[src/rtl/serial_pkg.sv]
// Shared types and helpers for the serial word collector.
// Frame length depends on the PARITY_EN build option (see serial_word_collector.sv).
package serial_pkg;

    typedef enum logic {
        S_IDLE    = 1'b0,
        S_COLLECT = 1'b1
    } col_state_t;

    function automatic int frame_bits(input int width, input bit parity);
        if (parity) begin
            return width + 1;
        end else begin
            return width;
        end
    endfunction

    // Even parity over the data bits: a set result means the trailing bit disagrees.
    function automatic logic parity_fail(input logic [15:0] data, input logic pbit);
        return (^data) ^ pbit;
    endfunction

endpackage

[src/rtl/serial_word_collector_if.sv]
// Bundle of the serial input strobes and the word-output handshake.
// PAR_ERR exists only when PARITY_EN is defined.
interface serial_word_collector_if #(parameter int WIDTH = 4);

    logic             si;
    logic             sh;
    logic             start;
    logic             ready;
    logic [WIDTH-1:0] dout;
    logic             valid;
    logic             busy;
    logic             overrun;
`ifdef PARITY_EN
    logic             par_err;

    modport master (input si, sh, start, ready, output dout, valid, busy, overrun, par_err);
    modport slave  (output si, sh, start, ready, input dout, valid, busy, overrun, par_err);
`else
    modport master (input si, sh, start, ready, output dout, valid, busy, overrun);
    modport slave  (output si, sh, start, ready, input dout, valid, busy, overrun);
`endif

endinterface

[src/rtl/word_out_reg.sv]
// One-entry output register with VALID/READY handshake and sticky OVERRUN.
// Carries the parity-error flag alongside the word when PARITY_EN is defined.
module word_out_reg #(
    parameter int WIDTH = 4
) (
    input  logic             clk,
    input  logic             rst_n,
    input  logic             load,
    input  logic [WIDTH-1:0] load_data,
`ifdef PARITY_EN
    input  logic             load_perr,
    output logic             par_err,
`endif
    input  logic             start,
    input  logic             ready,
    output logic [WIDTH-1:0] dout,
    output logic             valid,
    output logic             overrun
);

    logic [WIDTH-1:0] dout_r;
    logic             valid_r;
    logic             overrun_r;
    logic             take_s;
    logic             drop_s;
`ifdef PARITY_EN
    logic             perr_r;
`endif

    // A completed word is taken if the slot is free or being emptied on this edge.
    always_comb begin
        take_s = 1'b0;
        drop_s = 1'b0;
        if (load) begin
            take_s = !valid_r || ready;
            drop_s = valid_r && !ready;
        end else begin
            take_s = 1'b0;
            drop_s = 1'b0;
        end
    end

    // Output slot, handshake and sticky overrun state.
    always_ff @(posedge clk) begin
        if (!rst_n) begin
            dout_r    <= {WIDTH{1'b0}};
            valid_r   <= 1'b0;
            overrun_r <= 1'b0;
`ifdef PARITY_EN
            perr_r    <= 1'b0;
`endif
        end else begin
            if (take_s) begin
                dout_r  <= load_data;
                valid_r <= 1'b1;
`ifdef PARITY_EN
                perr_r  <= load_perr;
`endif
            end else if (valid_r && ready) begin
                valid_r <= 1'b0;
            end
            // A drop on the same edge as START must still leave the flag set.
            if (drop_s) begin
                overrun_r <= 1'b1;
            end else if (start) begin
                overrun_r <= 1'b0;
            end
        end
    end

    assign dout    = dout_r;
    assign valid   = valid_r;
    assign overrun = overrun_r;
`ifdef PARITY_EN
    assign par_err = perr_r;
`endif

endmodule

[src/rtl/serial_word_collector.sv]
// Reassembles WIDTH-bit words from a strobed serial stream and hands them out via VALID/READY.
// Define PARITY_EN to append a trailing even-parity bit to each frame and report PAR_ERR.
module serial_word_collector
    import serial_pkg::*;
#(
    parameter int WIDTH     = 4,
    parameter bit LSB_FIRST = 1'b1
) (
    input logic                    clk,
    input logic                    rst_n,
    serial_word_collector_if.master bus
);

`ifdef PARITY_EN
    localparam bit PAR_ON = 1'b1;
`else
    localparam bit PAR_ON = 1'b0;
`endif
    localparam int FRAME_BITS = frame_bits(WIDTH, PAR_ON);
    localparam int CNT_W      = $clog2(FRAME_BITS + 1);
    localparam logic [CNT_W-1:0] FRAME_CNT = CNT_W'(FRAME_BITS);

    col_state_t            state_r;
    logic [CNT_W-1:0]      cnt_r;
    logic [CNT_W-1:0]      cnt_base_s;
    logic [CNT_W-1:0]      cnt_nxt_s;
    logic [FRAME_BITS-1:0] shreg_r;
    logic [FRAME_BITS-1:0] shift_nxt_s;
    logic                  sample_s;
    logic                  done_s;
    logic [WIDTH-1:0]      word_s;
    logic [WIDTH-1:0]      dout_s;
    logic                  valid_s;
    logic                  overrun_s;
`ifdef PARITY_EN
    logic                  perr_s;
    logic                  par_err_s;
`endif

    // Sampling, bit counting and the word as it will look after this edge.
    always_comb begin
        sample_s   = bus.sh && ((state_r == S_COLLECT) || bus.start);
        cnt_base_s = bus.start ? {CNT_W{1'b0}} : cnt_r;
        if (sample_s) begin
            cnt_nxt_s = cnt_base_s + CNT_W'(1'b1);
        end else begin
            cnt_nxt_s = cnt_base_s;
        end
        done_s = sample_s && (cnt_nxt_s == FRAME_CNT);
        // Shifting a full frame through flushes any stale bits, so START needs no clear.
        if (LSB_FIRST) begin
            shift_nxt_s = {bus.si, shreg_r[FRAME_BITS-1:1]};
            word_s      = shift_nxt_s[WIDTH-1:0];
        end else begin
            shift_nxt_s = {shreg_r[FRAME_BITS-2:0], bus.si};
            word_s      = shift_nxt_s[FRAME_BITS-1 -: WIDTH];
        end
`ifdef PARITY_EN
        if (LSB_FIRST) begin
            perr_s = parity_fail(16'(word_s), shift_nxt_s[FRAME_BITS-1]);
        end else begin
            perr_s = parity_fail(16'(word_s), shift_nxt_s[0]);
        end
`endif
    end

    // Collection FSM, bit counter and assembly register.
    always_ff @(posedge clk) begin
        if (!rst_n) begin
            state_r <= S_IDLE;
            cnt_r   <= {CNT_W{1'b0}};
            shreg_r <= {FRAME_BITS{1'b0}};
        end else begin
            case (state_r)
                S_IDLE: begin
                    if (done_s) begin
                        state_r <= S_IDLE;
                    end else if (bus.start) begin
                        state_r <= S_COLLECT;
                    end
                end
                S_COLLECT: begin
                    if (done_s) begin
                        state_r <= S_IDLE;
                    end
                end
                default: begin
                    state_r <= S_IDLE;
                end
            endcase
            cnt_r <= done_s ? {CNT_W{1'b0}} : cnt_nxt_s;
            if (sample_s) begin
                shreg_r <= shift_nxt_s;
            end
        end
    end

    word_out_reg #(
        .WIDTH (WIDTH)
    ) u_out (
        .clk       (clk),
        .rst_n     (rst_n),
        .load      (done_s),
        .load_data (word_s),
`ifdef PARITY_EN
        .load_perr (perr_s),
        .par_err   (par_err_s),
`endif
        .start     (bus.start),
        .ready     (bus.ready),
        .dout      (dout_s),
        .valid     (valid_s),
        .overrun   (overrun_s)
    );

    assign bus.dout    = dout_s;
    assign bus.valid   = valid_s;
    assign bus.overrun = overrun_s;
    assign bus.busy    = (state_r == S_COLLECT);
`ifdef PARITY_EN
    assign bus.par_err = par_err_s;
`endif

endmodule
[src/flat_wrapper.sv]
// flat-port wrapper written by rule: the top's interface ports become plain ports
module serial_word_collector_flat import serial_pkg::*;
#(
    parameter int WIDTH     = 4,
    parameter bit LSB_FIRST = 1'b1
)
  (clk, rst_n, bus_si, bus_sh, bus_start, bus_ready, bus_dout, bus_valid, bus_busy, bus_overrun);
  serial_word_collector_if #(.WIDTH(WIDTH)) bus_i ();
  input logic clk;
  input logic rst_n;
  input wire logic [$bits(bus_i.si)-1:0] bus_si;
  input wire logic [$bits(bus_i.sh)-1:0] bus_sh;
  input wire logic [$bits(bus_i.start)-1:0] bus_start;
  input wire logic [$bits(bus_i.ready)-1:0] bus_ready;
  output wire logic [$bits(bus_i.dout)-1:0] bus_dout;
  output wire logic [$bits(bus_i.valid)-1:0] bus_valid;
  output wire logic [$bits(bus_i.busy)-1:0] bus_busy;
  output wire logic [$bits(bus_i.overrun)-1:0] bus_overrun;
  assign bus_i.si = bus_si;
  assign bus_i.sh = bus_sh;
  assign bus_i.start = bus_start;
  assign bus_i.ready = bus_ready;
  assign bus_dout = bus_i.dout;
  assign bus_valid = bus_i.valid;
  assign bus_busy = bus_i.busy;
  assign bus_overrun = bus_i.overrun;
  serial_word_collector #(.WIDTH(WIDTH), .LSB_FIRST(LSB_FIRST)) u_core (.clk(clk), .rst_n(rst_n), .bus(bus_i));
endmodule
[config.mk]
export PLATFORM = sky130hd
export DESIGN_NAME = serial_word_collector_flat
export DESIGN_NICKNAME = d
export VERILOG_FILES = /design/src/rtl/serial_pkg.sv /design/src/rtl/serial_word_collector_if.sv /design/src/rtl/word_out_reg.sv /design/src/rtl/serial_word_collector.sv /design/src/flat_wrapper.sv
export SDC_FILE = /design/constraint.sdc
export NUM_CORES = 1
export LEC_CHECK = 0
export CORE_AREA = 2 2 39 41
export DETAILED_ROUTE_END_ITERATION = 6
export DIE_AREA = 0 0 41 43
export PLACE_DENSITY = 0.68
export SYNTH_ARGS = -nofsm -noshare
export SYNTH_HDL_FRONTEND = slang
export SYNTH_SLANG_ARGS = --single-unit
[constraint.sdc]
create_clock -name clk -period 1.69 [get_ports clk]
set_input_delay 0.2535 -clock clk [delete_from_list [all_inputs] [get_ports clk]]
set_output_delay 0.2535 -clock clk [all_outputs]
set_load 0.005 [all_outputs]
Yosys cells after proc, flatten, opt, wreduce, memory -nomap -nowiden
Cells that the tools add are included.
- register bits: 14
- output and inout bits: 7
- word-level logic and storage cells: 33
- bits of input ports: 6
- bitwise logic cells: 2
- mux-type cells: 12
- add/subtract/negate cells: 1
- reduce and logical (&&, ||, !) cells: 11
- eq/ne operators: 1
- operators with widths (kind ; number):
    $mux 1 ; 9
    $mux 3 ; 2
    $logic_and 1x1->1 ; 4
    $reduce_bool 2->1 ; 2
    $add 3x1->3 const B ; 1
    $eq 3x3->1 const B ; 1
    $logic_not 1->1 ; 2
    $logic_or 1x1->1 ; 2
    $not 1->1 ; 2
    $pmux 1 s2 ; 1
    $reduce_or 2->1 ; 1

Longest topological paths before layout
- depth after elaboration: 7
- gate-level depth with buffers: 5
- mapped depth without buffers: 5

By module
Synthesis repeated with hierarchy kept, for this count alone.
- cell total of the unflattened synthesis: 63
- area total of the unflattened synthesis: 608.1 sq um
- modules (own cells, without submodules) (module ; area each (sq um) ; instances ; sequential area each (sq um) ; cells an instance):
    serial_word_collector ; 354.1 ; 1 ; 140.1 ; 37
    word_out_reg ; 254.0 ; 1 ; 120.1 ; 26

Worst setup path before layout
OpenSTA, ideal clock, no wires.
- path kind: flip-flop to flip-flop
- start point: register u_core.cnt_r[0]
- end point: register u_core.u_out.dout_r[0], in the netlist u_core.u_out.dout[0]
- stages on the path, launching flop included: 5
- path buffers: 0
- path slack: 0.161 ns
- data arrival time: 1.457 ns
- setup time: 0.072 ns
- required time: 1.618 ns
- period minus slack after synthesis: 1.529 ns
- path through: dfxtp_1 nor2b_1 ha_1 nor4_4 mux2i_1
- cells in the longest elaborated chain, start to end: 6
- RTL lines (item ; RTL line ; text):
    start, declared ; serial_word_collector.sv:24 ; logic [CNT_W-1:0] cnt_r;
    start signal, assigned ; serial_word_collector.sv:71 ; cnt_r <= {CNT_W{1'b0}};
    start signal, assigned ; serial_word_collector.sv:91 ; cnt_r <= done_s ? {CNT_W{1'b0}} : cnt_nxt_s;
    $mux 3 * ; serial_word_collector.sv:43 ; cnt_base_s = bus.start ? {CNT_W{1'b0}} : cnt_r;
    $add 3x1->3 ; serial_word_collector.sv:45 ; cnt_nxt_s = cnt_base_s + CNT_W'(1'b1);
    $mux 3 * ; serial_word_collector.sv:44 ; if (sample_s) begin
    $eq 3x3->1 * ; serial_word_collector.sv:49 ; done_s = sample_s && (cnt_nxt_s == FRAME_CNT);
    $logic_and 1x1->1 * ; serial_word_collector.sv:49 ;
    $mux 1 * ; word_out_reg.sv:34 ; if (load) begin
    end signal, assigned ; word_out_reg.sv:46 ; dout_r <= {WIDTH{1'b0}};
    end signal, assigned ; word_out_reg.sv:54 ; dout_r <= load_data;
    end, declared ; word_out_reg.sv:21 ; logic [WIDTH-1:0] dout_r;
Every way passes the cells marked *; elsewhere a longest branch is shown, timed or not.
A chain may end at the register's enable or synchronous reset.

Final worst setup path
- start point: register u_core.state_r, in the netlist u_core.bus.busy
- end point: output bus_busy
- RTL lines (item ; RTL line ; text):
    start, declared ; serial_word_collector.sv:23 ; col_state_t state_r;
    start signal, assigned ; serial_word_collector.sv:70 ; state_r <= S_IDLE;
    start signal, assigned ; serial_word_collector.sv:77 ; state_r <= S_IDLE;
    start signal, assigned ; serial_word_collector.sv:79 ; state_r <= S_COLLECT;
    end, declared ; flat_wrapper.sv:17 ; output wire logic [$bits(bus_i.busy)-1:0] bus_busy;
No word-level cell between the ends.

==> results.json <==
{
  "status": "completed",
  "grt_use_met1_pct": 18.8,
  "area_growth_syn_to_layout_pct": 42.3,
  "tightestPinTransition_ns": 0.430,
  "met3_layer_usage_reported_by_global_route_pct": 3.14,
  "post_synth_instance_area_um2": 586,
  "placed_cells_incl_taps": 99,
  "detailedRoute.firstPassIterationCount": 3,
  "worstPathMaxFanout": 8,
  "setup.worst_path.start": "u_core.bus.busy",
  "route.detailed.drc": 0,
  "slew_violations": 0,
  "grt_setup_unrepaired": "false",
  "type_of_the_worst_min_delay_path": "in2reg",
  "worst_r2r_path_depth": 5,
  "grt_overflow_total": 0,
  "rr_startpoint": "u_core.cnt_r[0]",
  "cpMaxStageDelayCell": "sky130_fd_sc_hd__clkdlybuf4s50_1",
  "timing.critical_path.cells": "clkdlybuf4s50_1",
  "report.final.hold_viol_count": 0,
  "hold_path_end": "u_core.cnt_r[1]",
  "timing.critical_path.buf_inv": 1,
  "rows": 14,
  "clock_tree.buffer_depth": 2,
  "yosysTopAreaCellShare_pct": 44.4,
  "post_drt_wl_per_cell_um": 11.5,
  "initial_antenna_violation_count": 0,
  "report.final.setup_viol": 0,
  "worstSetupStartpointType": "flip-flop",
  "drt_wl_total_um": 1180,
  "numClockSinks": 13,
  "top_usage_layer": "met2",
  "ys_warn_count": 0,
  "synth.area.top_cells": "sky130_fd_sc_hd__dfxtp_1 (44%), sky130_fd_sc_hd__mux2i_1 (12%), sky130_fd_sc_hd__nand2_1 (7.7%), sky130_fd_sc_hd__nor2b_1 (4.3%), sky130_fd_sc_hd__nand4b_4 (4.1%)",
  "whs_path_depth": 4,
  "reg2reg_setup_slack_ns": 0.18,
  "clk_root_buffer_cell": "sky130_fd_sc_hd__clkbuf_4",
  "synth-edff-count": 0,
  "htree_num_levels": 1,
  "max_cap_viol_count": 0,
  "mean_instance_size_in_the_synthesized_netlist_um2": 9.44,
  "synthDistinctLibCells": 22,
  "synth_area_leader_cell": "sky130_fd_sc_hd__dfxtp_1",
  "slowest_delay_ns": 0.56,
  "antenna_cells": 0,
  "vdd_ir_drop_max_v": 0.000442,
  "insertion_delay_ns": 0.28,
  "count_of_buffers_inserted_at_the_top_level_ports": 12,
  "post_cts_hold_buffer_count": 0,
  "criticalPathCategory": "reg2out",
  "grt_start_max_net_pins": 11,
  "critPathRequiredTime_ns": 1.44,
  "use_met2_pct": 25.0,
  "largest_delay_share_family_worst_path": "buffers and inverters",
  "max_slew_margin_pct": 70.6,
  "die_height_um": 43,
  "cell_with_the_most_instances_after_synthesis": "sky130_fd_sc_hd__dfxtp_1",
  "synth-seq-area-share_pct": 44.4,
  "worstPathArrival_ns": 1.32,
  "tritoncts": "done",
  "dieWidth_um": 41,
  "finish.cell_count_without_fillers": 103,
  "power_leakage_nw": 0.339,
  "tns_ns": 0,
  "setup.worst_path.end_class": "output port",
  "final.min_clock_period_ns": 1.57,
  "route.vias.total": 504,
  "floorplan.die_area_um2": 1760,
  "worst_r2r_endpoint": "u_core.u_out.dout[0]",
  "ioPinCount": 13,
  "drive_gt1_share_pct": 21.8,
  "cts_setup_buffers": 0,
  "cells_after_synth": 62,
  "floorplan.core_area_um2": 1380,
  "global_route_wire_length_before_repair_um": 1860,
  "postSynthNetCount": 69,
  "routed_via_density": 4.89,
  "clk_pin_slew_ns": 0.09,
  "nets": 95,
  "synth-async-reset-ratio_pct": 0,
  "fin_skew_ns": 0.0133,
  "synth_top_flop_cell": "sky130_fd_sc_hd__dfxtp_1",
  "grt_pass1_vias": 457,
  "cts-buffers-inserted": 3,
  "start_util_pct": 42.3,
  "hpwl_after_dpl_um": 880,
  "max_freq_mhz": 636,
  "final_min_period_over_clock_period_pct": 93.1,
  "grt_util_all_layers_pct": 15.7,
  "netlist_top_cells_count": "sky130_fd_sc_hd__dfxtp_1 (13), sky130_fd_sc_hd__nand2_1 (12), sky130_fd_sc_hd__mux2i_1 (7)",
  "routability_cong": 0.704,
  "min_from": "bus_start",
  "synth_seq_cells": 13,
  "final_antenna_net_count": 0,
  "power_density_nw_per_um2": 700,
  "drt_first_iter_violations": 2
}
[stage by stage]
stage / worst slack [ns] / hold slack [ns] / utilization, % / instance area, um2 / total power, mW
after floorplan: 0.161 / 0.388 / - / 586 / 0.352
after global placement: -0.219 / 0.446 / 57.6 / 797 / 0.392
after detailed placement: -0.239 / 0.451 / 57.6 / 797 / 0.393
after CTS: 0.0366 / 0.463 / 59.5 / 823 / 0.590
after global routing: 0.0550 / 0.365 / 60.2 / 833 / 0.605
final: 0.117 / 0.338 / 60.2 / 833 / 0.583
[worst max path at each step]
| stage | slack (ns) | end | cells past startpoint |
|---|---|---|---|
| after floorplan | 0.16 | u_core.u_out.dout[0] | 4 |
| after global placement | -0.22 | u_core.u_out.dout[3] | 6 |
| after detailed placement | -0.24 | u_core.u_out.dout[2] | 6 |
| after CTS | 0.04 | u_core.u_out.dout[0] | 6 |
| after global routing | 0.05 | u_core.u_out.dout[3] | 5 |
| final | 0.12 | bus_busy | 1 |
[logic make-up (layout without fill, tap and decap cells)]
| kind of cell | Yosys count | after routing | share of synthesized area [%] |
|---|---|---|---|
| compound gates | 11 | 11 | 12.6 |
| flops | 13 | 13 | 44.4 |
| buf+inv | 3 | 28 | 1.92 |
| xor+xnor | 1 | 1 | 1.50 |
| fa+ha+maj | 1 | 1 | 2.14 |
| mux | 7 | 7 | 12.0 |
| simple gates | 26 | 26 | 25.4 |
[layout by cell type, fill, tap and decap left out, types with 3 or more instances in the layout]
master / n
sky130_fd_sc_hd__nand2_1: 12
sky130_fd_sc_hd__buf_4: 10
sky130_fd_sc_hd__mux2i_1: 7
sky130_fd_sc_hd__clkdlybuf4s50_1: 11
sky130_fd_sc_hd__dfxtp_1: 13
sky130_fd_sc_hd__clkbuf_4: 3
sky130_fd_sc_hd__nor2_1: 6
[final cells by class]
class | instances | area, um2
clock buffers | 4 | 26.3
well taps | 16 | 20.0
fillers | 126 | 551
inverters | 2 | 7.51
repair buffers | 22 | 198
flip-flops and latches | 13 | 260
multi-input cells | 46 | 322
[state kept, by name, summed over array words and instances, names as in the netlist]
signal and cells:
u_core.shreg_r 3, u_core.cnt_r 3, u_core.u_out.dout 4, u_core.u_out.overrun 1
u_core.u_out.valid 1, u_core.bus.busy 1
[routing by layer]
layer / wire, um / part of all wire (%)
met2: 561 / 48
met4: 25 / 2.1
met5: 0 / 0
met1: 534 / 45
met3: 59 / 5.0
[what timing repair did]
item / CTS / global route
endpoints found under the setup margin: 0 / 4
hold endpoints to repair: 0 / 0
resized for setup: 0 / 4
[power breakdown]
group	total, mW	internal, mW	switching, mW	leakage, nW
Combinational	0.0671	0.0380	0.0291	0.219
Sequential	0.319	0.312	0.00666	0.105
Clock	0.197	0.0914	0.106	0.0150
Total	0.583	0.442	0.142	0.339
No activity file was read; power rests on OpenSTA's default activity.
